### src/rtl/ocb_msb_index.sv
// Combinational priority encoder: index of the highest set bit of vec_i.
// valid_o is low (and idx_o zero) when vec_i has no bit set.
module ocb_msb_index #(
  parameter int DATA_W = 32,
  parameter int IDX_W  = 5
) (
  input  logic [DATA_W-1:0] vec_i,
  output logic [IDX_W-1:0]  idx_o,
  output logic              valid_o
);

  // Scan upward so the highest set bit is the last one to win.
  always_comb begin
    idx_o   = '0;
    valid_o = 1'b0;
    for (int i = 0; i < DATA_W; i++) begin
      if (vec_i[i]) begin
        idx_o   = IDX_W'(i);
        valid_o = 1'b1;
      end
    end
  end

endmodule

### config.mk
export PLATFORM = sky130hd
export DESIGN_NAME = ocb_msb_index
export DESIGN_NICKNAME = d
export VERILOG_FILES = /design/src/rtl/ocb_msb_index.sv
export SDC_FILE = /design/constraint.sdc
export NUM_CORES = 1
export LEC_CHECK = 0
export CAP_MARGIN = 20
export CORE_AREA = 2 2 39 41
export DETAILED_ROUTE_END_ITERATION = 8
export DIE_AREA = 0 0 41 43
export PLACE_DENSITY_LB_ADDON = 0.25
export SLEW_MARGIN = 30
export SYNTH_ARGS = -nofsm -noshare
export SYNTH_HDL_FRONTEND = slang
export SYNTH_SLANG_ARGS = --single-unit
### constraint.sdc
create_clock -name vclk -period 2.6
set_input_delay 0.39 -clock vclk [all_inputs]
set_output_delay 0.39 -clock vclk [all_outputs]
set_load 0.03 [all_outputs]
Word-level counts from Yosys, hierarchy flattened --
Cells that the tools add are included.
Word-level totals: bits in registers 0, input bits 32, output and inout port bits 6, word-level logic and storage cells 63
Operators by class: mux-type cells 63
Operators with widths (number):
- two-way mux 5 bit | 30
- two-way mux 1 bit | 33

Longest topological paths before layout --
Gate-level depths: netlist (run 1).
word-level depth 32, gate-level depth with buffers 5, depth with buffers taken out 5

Worst setup path after synthesis (run 1) --
Ideal clock, no wire load.
path type in2out, from input vec_i[24], to output valid_o, data arrival time 1.765 ns, required time 2.210 ns, setup slack 0.445 ns, stages 4, buffers on the path 0, cell sequence nor4_2 -> and3_1 -> nand3_2 -> or4_1
On the way: longest elaborated chain between the ends 8
RTL lines:
- start, declared | line 7 | input logic [DATA_W-1:0] vec_i,
- two-way mux 1 bit (8 in series) | line 17 | if (vec_i[i]) begin
- end, declared | line 9 | output logic valid_o
Every way passes these cells.

Worst setup path in the final report (run 1) --
from input vec_i[29], to output valid_o
On the way: longest elaborated chain between the ends 3
RTL lines (line):
- two-way mux 1 bit (3 in series) | 17
Every way passes these cells.

==> results.ini, run 1 <==
[outcome]
status = finished clean

[min_path]
hold_path_class = input port to output port
min_path_cells = 5

[cells_and_area]
multi_input_area_sq_um = 348
drive_above_1_share = 0.300
diodes = 0
seqCellArea_sq_um = 0
clkbuf_count = 0
final_cell_mix = 32 x clkdlybuf4s50_1, 32 x buf_4, 14 x nor2_1
fill_cells = 137
syn_to_final_growth_pct = 173
nets = 164
instances_no_fill = 146
design.seq.count = 0

[timing]
worst_pin_slew_ps = 375
timing.fmax_mhz = 397
slew_headroom = 0.748
rsz0062_at_grt = yes
slew_violations = 0
final.period_utilization = 0.968
hold_ws_ps = 1620
setup_viol = 0
finalHoldViolCount = 0
finalCriticalPeriod_ps = 2520
layout_setup_ws_ps = 82.6

[detailed_routing]
wire_per_inst_um = 11.3
drc = 0
drtPass1Iterations = 4
vias = 730
initialDrtViolationCount = 9
vias_per_cell = 5.00
drt_wl_total_mm = 1.64
antenna_left = 0

[die]
die_x_um = 41
fp.coreArea_sq_mm = 0.00138
ios = 38
rows = 14
design.die.area_sq_mm = 0.00176
start_util = 0.259
die_height_um = 43

[synthesis]
ys_warn_count = 0
syn_area_per_cell_sq_um = 5.77
synthDistinctLibCells = 24
syn-cell-area_sq_um = 358
ys_seq_area_frac = 0
syn-instance-count = 62
synth_fp_nets = 94

[worst_setup_path]
crit_required_ps = 2210
path_max_fanout = 2
critPathKind = input port to output port
cp.arrival_ps = 2130
end_kind = output port
start_kind = input port

[grt]
grt_max_degree = 5
grt_pass1_vias = 675
antenna_found_initial = 0
overflow = 0
grt.total_usage = 0.190
grt_pass1_wl_mm = 2.43

[clock_network]
postCtsSetupRepairBufs = 0
hold_buffers = 0

[run]
maxCapViolations = 0

[pwr]
finalPower_uw = 133
p_leak_nw = 0.404
ir_drop_uv = 69.5
power-per-cell-area_mw_per_mm2 = 136

[placement]
dp_hpwl_mm = 1.46
dp.cells = 146
place_ws_ps = -375
portBuffers = 38
gp_congestion = 0.747

-- layout make-up --
cell class	instances	share of cell area
inverter	6	0.0230
multi-input combinational	56	0.355
tap	16	0.0205
timing repair buffer	68	0.601
-- routing by layer --
| metal | vias up | global-route usage | wire length [um] | share of wire |
|---|---|---|---|---|
| li1 | 376 | - | - | - |
| met1 | 326 | 0.187 | 655 | 0.40 |
| met2 | 28 | 0.400 | 917 | 0.56 |
| met3 | 0 | 0.00524 | 69 | 0.042 |
| met4 | 0 | 0.0133 | 0 | 0 |
| met5 | - | 0 | 0 | 0 |
-- critical path, stage by stage --
cell and delay, ps:
clkdlybuf4s50_1 460, nor4_4 310, and3_1 220, nand3_2 80, or4_1 470, buf_2 190
-- path summary, 6_finish.rpt --
kind,startpoint,to
worst max-delay path,vec_i[29],valid_o
worst min-delay path,vec_i[0],valid_o
-- kinds of logic (layout without fill, tap and decap cells) --
family / count (synthesis) / count (layout) / synth area share
simple gates: 36 / 36 / 0.563
compound gates: 20 / 20 / 0.374
buf+inv: 6 / 74 / 0.0629
-- power by group --
group | internal [mW] | leakage, nW | switching, mW | total [mW]
combinational | 0.0840 | 0.404 | 0.0489 | 0.133
sequential | 0 | 0 | 0 | 0
clock | 0 | 0 | 0 | 0
-- cells in the mapped netlist --
master / number / area (sq um)
o211ai_1: 1 / 7.51
or3_1: 1 / 6.26
nand2_1: 3 / 11.3
nor2_1: 14 / 52.6
o21ai_0: 2 / 10.0
inv_1: 6 / 22.5
o21bai_1: 1 / 7.51
a31o_1: 1 / 8.76
a21oi_1: 6 / 30.0
o31ai_1: 1 / 7.51
o311ai_0: 1 / 8.76
nand2b_1: 1 / 6.26
nor4_1: 3 / 18.8
nand3_1: 1 / 5.00
nor4_2: 3 / 37.5
or4_1: 3 / 22.5
a21boi_1: 1 / 7.51
nand3_2: 1 / 10.0
and3_1: 1 / 6.26
a21boi_0: 1 / 7.51
a221o_1: 2 / 20.0
o21ai_1: 2 / 10.0
o221ai_1: 1 / 8.76
nor3_1: 5 / 25.0
-- timing repair --
item	CTS	global route
resized for setup	7	5
pin swaps	1	2
endpoints found under the setup margin	4	3
-- through the flow --
step	utilization	instance area, sq um	TNS (ps)
after floorplan	-	358	0
after global placement	0.707	978	-566
after detailed placement	0.707	978	-699
after CTS	0.706	977	-56.9
after global routing	0.707	978	-2.45
final	0.707	978	0
Note: power is estimated with default switching activity, not from simulation.
==> run 2, diff against run 1 <==
--- a/config.mk
+++ b/config.mk
@@ -10,7 +10,7 @@
 export DETAILED_ROUTE_END_ITERATION = 8
 export DIE_AREA = 0 0 41 43
 export PLACE_DENSITY_LB_ADDON = 0.25
-export SLEW_MARGIN = 30
+export SLEW_MARGIN = 20
 export SYNTH_ARGS = -nofsm -noshare
 export SYNTH_HDL_FRONTEND = slang
 export SYNTH_SLANG_ARGS = --single-unit
==> results of run 2 <==
Final layout, timing and power as in run 1 (identical DEF).
